## src/rtl/dataflow_fifo_pkg.sv

```systemverilog
// Shared definitions for the broadcast (fork) FIFO: error-flag bit positions
// and width helpers for pointers and per-reader occupancy counters.
package dataflow_fifo_pkg;

    localparam int ERR_OVF_BIT = 0;
    localparam int ERR_UDF_BIT = 1;

    // Bit width of an index range, never below one bit.
    function automatic int clog2_min1(input int value);
        return (value < 2) ? 1 : $clog2(value);
    endfunction

    // Width of a per-reader count, which must hold 0..depth inclusive.
    function automatic int cnt_width(input int depth);
        return clog2_min1(depth + 1);
    endfunction

endpackage

```

## src/rtl/fork_fifo_rd_port.sv

```systemverilog
// One consumer port of the fork FIFO: owns the read pointer and occupancy
// count for a single reader and qualifies that reader's pop requests.
module fork_fifo_rd_port
    import dataflow_fifo_pkg::*;
#(
    parameter int DEPTH      = 5,
    parameter int ADDR_WIDTH = clog2_min1(DEPTH)
) (
    input  logic                  ap_clk,
    input  logic                  ap_rst_n,
    input  logic                  push_i,
    input  logic                  read_i,
    input  logic                  read_ce_i,
    output logic [ADDR_WIDTH-1:0] rd_ptr_o,
    output logic                  empty_n_o,
    output logic                  full_o,
    output logic                  underflow_o
);

    localparam int CNT_W = cnt_width(DEPTH);
    typedef logic [CNT_W-1:0] cnt_t;

    localparam cnt_t                  CNT_FULL = cnt_t'(DEPTH);
    localparam logic [ADDR_WIDTH-1:0] PTR_LAST = ADDR_WIDTH'(DEPTH - 1);

    cnt_t                  cnt_q;
    cnt_t                  cnt_d;
    logic [ADDR_WIDTH-1:0] rd_ptr_q;
    logic [ADDR_WIDTH-1:0] rd_ptr_d;
    logic                  pop;

    // Status comes only from registered state, never from this cycle's request.
    assign empty_n_o   = (cnt_q != '0);
    assign full_o      = (cnt_q == CNT_FULL);
    assign pop         = read_i & read_ce_i & empty_n_o;
    assign underflow_o = read_i & read_ce_i & ~empty_n_o;
    assign rd_ptr_o    = rd_ptr_q;

    always_comb begin
        rd_ptr_d = rd_ptr_q;
        if (pop) begin
            rd_ptr_d = (rd_ptr_q == PTR_LAST) ? '0 : rd_ptr_q + ADDR_WIDTH'(1);
        end
        cnt_d = cnt_q;
        case ({push_i, pop})
            2'b10:   cnt_d = cnt_q + cnt_t'(1);
            2'b01:   cnt_d = cnt_q - cnt_t'(1);
            default: cnt_d = cnt_q;
        endcase
    end

    always_ff @(posedge ap_clk or negedge ap_rst_n) begin
        if (!ap_rst_n) begin
            rd_ptr_q <= '0;
            cnt_q    <= '0;
        end else begin
            rd_ptr_q <= rd_ptr_d;
            cnt_q    <= cnt_d;
        end
    end

endmodule

```

## src/rtl/dataflow_fork_fifo.sv

```systemverilog
// Single-writer, NUM_RD-reader broadcast FIFO; each entry frees once every
// reader has popped it. Define DATAFLOW_FORK_FIFO_ERR_EN for sticky error flags.
module dataflow_fork_fifo
    import dataflow_fifo_pkg::*;
#(
    parameter int DATA_WIDTH = 32,
    parameter int DEPTH      = 5,
    parameter int NUM_RD     = 2,
    parameter int ADDR_WIDTH = clog2_min1(DEPTH)
) (
    input  logic                         ap_clk,
    input  logic                         ap_rst_n,
    input  logic                         if_write_ce,
    input  logic                         if_write,
    input  logic [DATA_WIDTH-1:0]        if_din,
    output logic                         if_full_n,
    input  logic [NUM_RD-1:0]            if_read_ce,
    input  logic [NUM_RD-1:0]            if_read,
    output logic [NUM_RD*DATA_WIDTH-1:0] if_dout,
    output logic [NUM_RD-1:0]            if_empty_n,
    output logic [1:0]                   err_flags
);

    // Handshake: a push completes when if_write & if_write_ce & if_full_n, a pop
    // on reader i when if_read[i] & if_read_ce[i] & if_empty_n[i]; the flags are
    // decided from registered counts, so a full FIFO with a pop pending stays full.

    localparam logic [ADDR_WIDTH-1:0] PTR_LAST = ADDR_WIDTH'(DEPTH - 1);

    logic [DATA_WIDTH-1:0] mem [DEPTH];
    logic [ADDR_WIDTH-1:0] wr_ptr_q;
    logic [ADDR_WIDTH-1:0] wr_ptr_d;
    logic [ADDR_WIDTH-1:0] rd_ptr [NUM_RD];
    logic [NUM_RD-1:0]     rd_full;
    logic [NUM_RD-1:0]     udf_vec;
    logic                  push;

    assign if_full_n = ~|rd_full;
    assign push      = if_write & if_write_ce & if_full_n;

    always_comb begin
        wr_ptr_d = wr_ptr_q;
        if (push) begin
            wr_ptr_d = (wr_ptr_q == PTR_LAST) ? '0 : wr_ptr_q + ADDR_WIDTH'(1);
        end
    end

    always_ff @(posedge ap_clk or negedge ap_rst_n) begin
        if (!ap_rst_n) begin
            wr_ptr_q <= '0;
        end else begin
            wr_ptr_q <= wr_ptr_d;
        end
    end

    // Payload storage carries no reset; validity is tracked by the counts.
    always_ff @(posedge ap_clk) begin
        if (push) begin
            mem[wr_ptr_q] <= if_din;
        end
    end

    for (genvar g = 0; g < NUM_RD; g++) begin : g_rd
        fork_fifo_rd_port #(
            .DEPTH      (DEPTH),
            .ADDR_WIDTH (ADDR_WIDTH)
        ) u_rd_port (
            .ap_clk      (ap_clk),
            .ap_rst_n    (ap_rst_n),
            .push_i      (push),
            .read_i      (if_read[g]),
            .read_ce_i   (if_read_ce[g]),
            .rd_ptr_o    (rd_ptr[g]),
            .empty_n_o   (if_empty_n[g]),
            .full_o      (rd_full[g]),
            .underflow_o (udf_vec[g])
        );

        assign if_dout[g*DATA_WIDTH +: DATA_WIDTH] = mem[rd_ptr[g]];
    end

`ifdef DATAFLOW_FORK_FIFO_ERR_EN
    logic [1:0] err_q;
    logic [1:0] err_d;

    always_comb begin
        err_d = err_q;
        if (if_write & if_write_ce & ~if_full_n) begin
            err_d[ERR_OVF_BIT] = 1'b1;
        end
        if (|udf_vec) begin
            err_d[ERR_UDF_BIT] = 1'b1;
        end
    end

    always_ff @(posedge ap_clk or negedge ap_rst_n) begin
        if (!ap_rst_n) begin
            err_q <= '0;
        end else begin
            err_q <= err_d;
        end
    end

    assign err_flags = err_q;
`else
    logic unused_udf;
    assign unused_udf = ^udf_vec;
    assign err_flags  = 2'b00;
`endif

endmodule
```

## config.mk

```make
export PLATFORM = sky130hd
export DESIGN_NAME = dataflow_fork_fifo
export DESIGN_NICKNAME = d
export VERILOG_FILES = /design/src/rtl/dataflow_fifo_pkg.sv /design/src/rtl/fork_fifo_rd_port.sv /design/src/rtl/dataflow_fork_fifo.sv
export SDC_FILE = /design/constraint.sdc
export NUM_CORES = 1
export LEC_CHECK = 0
export ABC_AREA = 1
export CAP_MARGIN = 20
export CORE_MARGIN = 5
export CORE_UTILIZATION = 57
export CTS_CLUSTER_SIZE = 12
export DETAILED_ROUTE_END_ITERATION = 6
export PLACE_DENSITY_LB_ADDON = 0.12
export SYNTH_ARGS = -nofsm -noshare
export SYNTH_HDL_FRONTEND = slang
export SYNTH_SLANG_ARGS = --single-unit
```

## constraint.sdc

```tcl
create_clock -name ap_clk -period 4 [get_ports ap_clk]
set_input_delay 0.8 -clock ap_clk [delete_from_list [all_inputs] [get_ports ap_clk]]
set_output_delay 0.8 -clock ap_clk [all_outputs]
set_load 0.1 [all_outputs]
```

==> results of run 1 <==
-- per-stage QoR --
step / cell area (um2) / instances / util [%] / worst slack (ns) / hold slack (ns)
after detailed placement: 10900 / 1388 / 68.7 / 1.07 / 0.485
after floorplan: 9240 / 1111 / - / 0.213 / 0.468
final: 11500 / 1419 / 72.1 / 0.832 / 0.493
after global placement: 10900 / 1388 / 68.7 / 1.12 / 0.485
after CTS: 11500 / 1419 / 72.1 / 0.858 / 0.497
after global routing: 11500 / 1419 / 72.1 / 0.682 / 0.517
-- synth_stat cells --
cell type  number
fa_1            2
clkbuf_1        7
dfrtp_1        15
nand2_1       548
edfxtp_1      160
inv_1         145
a21oi_2         1
xor2_1          3
nand3_1       133
conb_1          1
nor2_1          5
buf_4           9
nand3_2         1
nand3b_1        2
nand4_1         3
buf_1           1
inv_2           9
xnor2_1         2
o21a_1          1
o21ai_0         2
o21ai_1         4
a21oi_1         1
buf_6          20
ha_1            8
buf_2          23
nor3_1          4
-- cells by family after synthesis --
logic type / Yosys count / synth area share (%)
flip-flops: 175 / 56.1
buffers and inverters: 214 / 11.0
XOR/XNOR: 5 / 0.474
AND/OR/NAND/NOR: 696 / 30.4
adder cells (fa/ha/maj): 10 / 1.52
AO/OA/AOI/OAI: 9 / 0.555
other: 1 / 0.0406
-- flip-flops by register name (all words and copies together), names as in the netlist --
| register | cells |
|---|---|
| g_rd.u_rd_port.cnt_q | 6 |
| g_rd.u_rd_port.rd_ptr_o | 6 |
| mem | 160 |
| wr_ptr_q | 3 |
-- layer usage --
layer / vias up / share of wire, %
li1: 3624 / -
met5: - / 0
met1: 3444 / 41
met4: 0 / 0.96
met2: 288 / 51
met3: 23 / 7.2
-- worst max path at each step --
stage,depth (start not counted),to,start,slack [ns]
6_report,8,if_dout[0],g_rd[0].u_rd_port.rd_ptr_o[0],0.83
3_3_place_gp,6,mem[4][18],if_write,1.12
4_1_cts,8,if_dout[0],g_rd[0].u_rd_port.rd_ptr_o[0],0.86
2_1_floorplan,4,mem[2][0],if_write,0.21
5_1_grt,8,if_dout[0],g_rd[0].u_rd_port.rd_ptr_o[0],0.68
3_5_place_dp,6,mem[4][18],if_write,1.07
-- placed cells by master, fill, tap and decap left out, drive strengths merged --
cell type,netlist,layout
nand4,3,3
buf,53,79
nor3,4,4
o21a,1,1
nand3,134,134
a21oi,2,2
o21ai,6,6
bufinv,0,2
fa,2,2
clkdlybuf4s50,0,42
edfxtp,160,160
dfrtp,15,15
nand2,548,548
inv,154,154
nor2,5,5
xnor2,2,2
clkbuf,7,20
clkinv,0,9
xor2,3,3
conb,1,2
nand3b,2,2
ha,8,8
-- layout make-up --
class                   instances  area, um2  share of cell area, %
flip-flops and latches        175       5180                   45.2
multi-input cells             722       3080                   26.8
repair buffers                121       1810                   15.8
inverters                     154        578                   5.05
clock buffers                  20        437                   3.81
well taps                     216        270                   2.36
clock inverters                11       98.8                  0.863
==> results by stage, run 1 <==
Outcome:
- The flow ran to the end, and the final reports show no timing, DRC or antenna violations.

Global route:
- The met3 track utilization from global routing is 3.98%.
- met2 is the most crowded layer.
- The met1 track utilization from global routing is 32.1%.
- Entering global routing, the biggest net connects 67 pins.
- Global routing consumed, on the met2 layer, 41.3% of the routing resources.
- The aggregate global routing overflow is 0.
- The via count of the first global-routing pass is 7030.
- The initial antenna violation count is 0.
- The all-layer global routing usage is 24.2%.
- The first global-routing pass estimated 35.0 mm of wire.

CTS:
- For the worst-skew pair, the clock arrives at the later sink with an insertion delay of 0.43 ns.
- The clock-pin slew on the worst setup and hold paths is 0.06 ns.
- CTS placed an instance of clkbuf_16 at the clock tree root.
- The number of clock buffers added by TritonCTS is 17.
- Hold repair after CTS inserted 0 buffers.
- The clock sink count is 175.
- TritonCTS built the clock tree.
- The level count of the clock H-tree is 4.
- Once the clock tree was built, the resizer swapped 0 gates to a different size.
- The buffer levels on the longest clock path is 2.
- In this run the post-CTS setup repair buffer count came out at 0.

Routing:
- The detailed-route via count is 7379.
- In the final routed layout, each cell accounts on average for 15.6 um.
- The detail-routed via count per cell is 5.20.
- The count of antenna-violating nets left after detailed routing is 0.
- The first routing iteration left 805 violations.
- The total wirelength of the detailed-routed design is 22.2 mm.
- The remaining design rule violation count is 0.
- The number of iterations in the first detailed-routing pass is 5.

Floorplan:
- The number of standard-cell rows in the floorplan is 46.
- In this run the horizontal extent of the chip is 137 um.
- In this run the vertical extent of the chip is 137 um.
- The die covers 0.0189 mm2.
- The core region is 0.0159 mm2.
- For this configuration, the core starts out at a cell density of 58.2%.
- The number of I/O pins is 109.

Timing:
- The number of pins with negative max-slew slack in the final report is 0.
- Measured against its own limit, the worst slew margin works out to 35.3%.
- Setup violations remaining at the end of the flow were counted as 0.
- The highest clock rate is 316 MHz.
- The final worst-path cycle share is 79.2%.
- The accumulated negative setup slack is 0 ns.
- The final critical delay including setup and external delays is 3.17 ns.
- Setup repair after global routing left no endpoint under its margin.
- At the pin with the least slew margin, the transition time is 0.967 ns.
- The count of final hold-check violations came to 0.
- Between clock sinks in the finished design, the worst skew comes to 0.00963 ns.

Worst setup path:
- The launching element type of the critical path is a flip-flop.
- STA puts the critical path data arrival time at 2.37 ns.
- The critical path goes through inv_2 > buf_4 > nand2_1 > nand3_1 > nand2_1 > nand2_1 > nand2_1 > buf_12.
- The setup slack of the most critical reg-to-reg path is 1.90 ns.
- The worst register-to-register path ends at mem[4][19].
- The cell seen most often among critical-path stages is nand2_1.
- The delay of the slowest cell on the worst path is 0.52 ns.
- The critical register-to-register path startpoint is g_rd[1].u_rd_port.cnt_q[1].
- The worst endpoint required time is 3.20 ns.
- The number of cell instances on the worst register-to-register path is 5.
- STA classifies the critical path endpoint as a primary output.
- The count of buffer and inverter cells on the critical path is 3.
- The start-to-end type of the worst setup path is flip-flop to primary output.
- The worst-path maximum fanout is 44.
- The cell at the slowest stage of the critical path is buf_4.
- The kind of cell with the highest combined delay along the critical path is buffers and inverters.

Logic synthesis:
- For this run, the number of Yosys warnings is 0.
- The count of mapped cells out of synthesis is 1110.
- The synthesized design spends more area on one cell type than any other, namely edfxtp_1.
- The post-synthesis instance area is 0.00924 mm2.
- A synthesized cell averages 8.32 um2.
- The share of the synthesized area in the top cell type is 52.0%.
- After synthesis the netlist holds a flip-flop and latch count of 175.
- The number of different library cells in the post-synthesis netlist is 26.
- Sequential cells were found to cover 56.1% of the synthesized design area.
- Sorting the synthesized cells by area gives the leading types as edfxtp_1 (52%), nand2_1 (22%), nand3_1 (7.2%), inv_1 (5.9%), dfrtp_1 (4.1%).

Place:
- The placer congestion estimate is 0.817.
- Buffers placed on the I/O ports in this run total 106.
- The final HPWL from detailed placement is 12.9 mm.

Min path:
- The terminating pin of the worst hold path is g_rd[1].u_rd_port.cnt_q[0].
- The worst hold path belongs to the class flip-flop to flip-flop.
- The origin of the worst min-delay path is g_rd[1].u_rd_port.cnt_q[0].
- The number of instances on the worst hold path is 1.

Final layout:
- The number of fill cells in the layout is 1174.
- The count of nets after finishing is 1241.
- Compared with the post-synthesis result, the final layout area differs by 24.0%.
- The number of antenna diodes in the final layout is 0.
- The post-route netlist has 9.98% of its cells at a drive strength greater than 1.

Run:
- Across the run, the number of max-cap violations was 0.
Power of run 1 is left out: the tool's default activity adds up to more than one toggle a clock period on the data nets, which glitch-free logic cannot reach.
==> run 2: changes to the inputs <==
==> constraint.sdc (replaced) <==
create_clock -name ap_clk -period 3.12 [get_ports ap_clk]
set_input_delay 0.624 -clock ap_clk [delete_from_list [all_inputs] [get_ports ap_clk]]
set_output_delay 0.624 -clock ap_clk [all_outputs]
set_load 0.1 [all_outputs]
==> results by stage, run 2 (same netlist as run 1, synthesis figures left out) <==
Outcome:
- The run finished with clean final reports.

Worst setup path:
- Among cell families on the critical path, the largest total delay comes from buffers and inverters.
- The delay of the slowest cell on the worst path is 0.52 ns (about the same).
- The worst endpoint data arrival time is 2.18 ns (-0.19 ns).
- The critical register-to-register path startpoint is g_rd[0].u_rd_port.cnt_q[1].
- The cell seen most often among critical-path stages is nand2_1.
- The last element of the critical path is if_dout[15].
- The startpoint of the worst setup timing path is g_rd[0].u_rd_port.rd_ptr_o[1].
- The end of the worst register-to-register path is g_rd[1].u_rd_port.cnt_q[2].
- The critical path goes through inv_2 > buf_4 > nand3_1 > nand2_1 > nand2_1 > nand2_1 > buf_12.
- The start-to-end type of the worst setup path is flip-flop to primary output.
- The number of cell instances on the worst register-to-register path came to 9 (+4).
- The setup slack of the most critical reg-to-reg path came to 1.05 ns (-0.85 ns).
- The kind of end point of the critical path is a primary output.
- The worst-path maximum fanout is 28 (-36%).
- The worst setup path is launched from a flip-flop.
- The number of logic stages on the critical path including buffering is 7 (-1).
- The worst endpoint required time was 2.50 ns (-0.70 ns).
- The count of buffer and inverter cells on the critical path is 3 (unchanged).
- For this design, the slowest cell found on the critical path is inv_2.

Timing:
- The worst slew margin relative to its limit is 47.0% (+12 points).
- Static timing analysis puts the maximum clock frequency at 357 MHz.
- The count of final hold-check violations is 0 (unchanged).
- Setup repair after global routing left no endpoint under its margin.
- Counting I/O delays and the setup requirement, the final critical path takes 2.80 ns.
- The total setup violations reported at the end of the flow is 0 (unchanged).
- The worst clock skew is 0.00542 ns (-0.00420 ns).
- The final worst-path cycle share is 89.9%.
- The accumulated negative setup slack is 0 ns (unchanged).
- The number of pins with negative max-slew slack in the final report is 0 (unchanged).
- The transition at the pin with the smallest max-transition slack is 0.795 ns (-0.171 ns).

Global route:
- The pin count of the biggest net entering global routing is 66 (-1.5%).
- The all-layer global routing usage is 25.6% (+1.4 points).
- The aggregate global routing overflow is 0 (unchanged).
- The met2 usage in global routing was 44.2% (+2.9 points).
- The most utilized layer in the global route result is met2.
- The initial antenna violation count is 1 (+1).
- The met3 track utilization from global routing was 4.78% (+0.80 points).
- The via count of the first global-routing pass was 7482 (+6.4%).
- The global-route wire length before repair is 37.0 mm (+5.8%).
- The met1 track utilization from global routing is 33.0% (+0.91 points).

CTS:
- The later-pin clock latency in the skew report is 0.43 ns (about the same).
- The post-CTS resize count is 0 (unchanged).
- The TritonCTS clock tree is done.
- The setup fix buffers added after clock tree synthesis is 0 (unchanged).
- The buffer levels on the longest clock path is 2 (unchanged).
- The clock sink count is 175 (unchanged).
- The buffer cell driving the clock tree root is clkbuf_16.
- The number of CTS-inserted buffers was 17 (unchanged).
- The clock-pin slew on the worst setup and hold paths is 0.06 ns (about the same).
- The level count of the clock H-tree is 4 (unchanged).
- The count of hold-fix buffers inserted at cts is 0 (unchanged).

Floorplan:
- The number of I/O pins is 109 (unchanged).
- The vertical die dimension was 137 um (unchanged).
- The die area is 0.0189 mm2 (unchanged).
- The width of the chip is 137 um (unchanged).
- The floorplan core area is 0.0159 mm2 (unchanged).
- The starting utilization of the core area was 58.2% (unchanged).
- The number of standard-cell rows in the floorplan was 46 (unchanged).

Min path:
- The number of instances on the worst hold path is 1 (unchanged).
- The kind of path behind the tightest hold check is flip-flop to flip-flop.

Routing:
- The remaining design rule violation count is 0 (unchanged).
- The number of iterations in the first detailed-routing pass was 5 (unchanged).
- The count of antenna-violating nets left after detailed routing is 0 (unchanged).
- The total wirelength of the detailed-routed design was 23.1 mm (+4.1%).
- The detail-routed via count per cell is 5.32 (+2.3%).
- The final routed wire length divided by cell count is 16.2 um (+3.6%).
- The detailed-route via count was 7578 (+2.7%).
- The number of DRC violations after detailed-routing iteration 0 is 777 (-3.5%).

Place:
- The placer congestion estimate is 0.774 (-5.3%).
- The total of buffers placed on input and output ports is 106 (unchanged).
- The final HPWL from detailed placement is 13.7 mm (+6.8%).

Final layout:
- The antenna cell count is 0 (unchanged).
- The number of fill cells in the layout is 1147 (-2.3%).
- Leaving out fill and tap cells, the most frequent cell in the layout is nand2_1.
- The share of cells above drive strength 1 is 11.0% (+1.0 points).
- The synthesis-to-finish area growth is 25.7%.
- The register containing the most flip-flops in the final layout is mem.
- The top cell types in the final layout, fill and taps aside, are nand2_1 (548), edfxtp_1 (160), inv_1 (145), nand3_1 (133), buf_12 (67).
- The count of nets after finishing is 1246 (+0.40%).
- The number of flip-flops under the largest register name is 160 (unchanged).

Run:
- The number of max-cap violations was 0 (unchanged).
==> run 2: cell type report <==
| cell class | count | area (um2) | area share [%] |
|---|---|---|---|
| Clock buffer | 18 | 429 | 3.70 |
| Sequential cell | 175 | 5180 | 44.6 |
| Timing Repair Buffer | 126 | 1880 | 16.2 |
| Inverter | 154 | 578 | 4.98 |
| Multi-Input combinational cell | 722 | 3080 | 26.5 |
| Tap cell | 216 | 270 | 2.33 |
| Clock inverter | 14 | 196 | 1.69 |
==> run 2: worst min path at each step <==
| stage | startpoint | to | slack [ns] |
|---|---|---|---|
| 6_report | g_rd[1].u_rd_port.cnt_q[0] | g_rd[1].u_rd_port.cnt_q[0] | 0.50 |
| 3_5_place_dp | g_rd[1].u_rd_port.cnt_q[0] | g_rd[1].u_rd_port.cnt_q[0] | 0.49 |
| 5_1_grt | g_rd[0].u_rd_port.cnt_q[0] | g_rd[0].u_rd_port.cnt_q[0] | 0.54 |
| 3_3_place_gp | g_rd[1].u_rd_port.cnt_q[0] | g_rd[1].u_rd_port.cnt_q[0] | 0.49 |
| 4_1_cts | g_rd[1].u_rd_port.cnt_q[0] | g_rd[1].u_rd_port.cnt_q[0] | 0.51 |
| 2_1_floorplan | ap_rst_n | g_rd[0].u_rd_port.cnt_q[0] | 0.33 |
==> run 2: layer usage <==
| metal | up-vias | part of all wire, % |
|---|---|---|
| li1 | 3635 | - |
| met1 | 3601 | 41 |
| met2 | 313 | 51 |
| met3 | 27 | 7.2 |
| met4 | 2 | 1.2 |
| met5 | - | 0.056 |
==> run 2: metrics by stage <==
stage / cells / setup WS [ns] / utilization, % / cell area [um2] / hold WS, ns
global route: 1425 / 0.186 / 73.1 / 11600 / 0.538
finish: 1425 / 0.316 / 73.1 / 11600 / 0.502
CTS: 1425 / 0.323 / 73.1 / 11600 / 0.505
detailed placement: 1393 / 0.517 / 69.2 / 11000 / 0.494
floorplan: 1111 / -0.491 / - / 9240 / 0.328
global placement: 1393 / 0.581 / 69.2 / 11000 / 0.486
Power of run 2 is left out for the same reason.
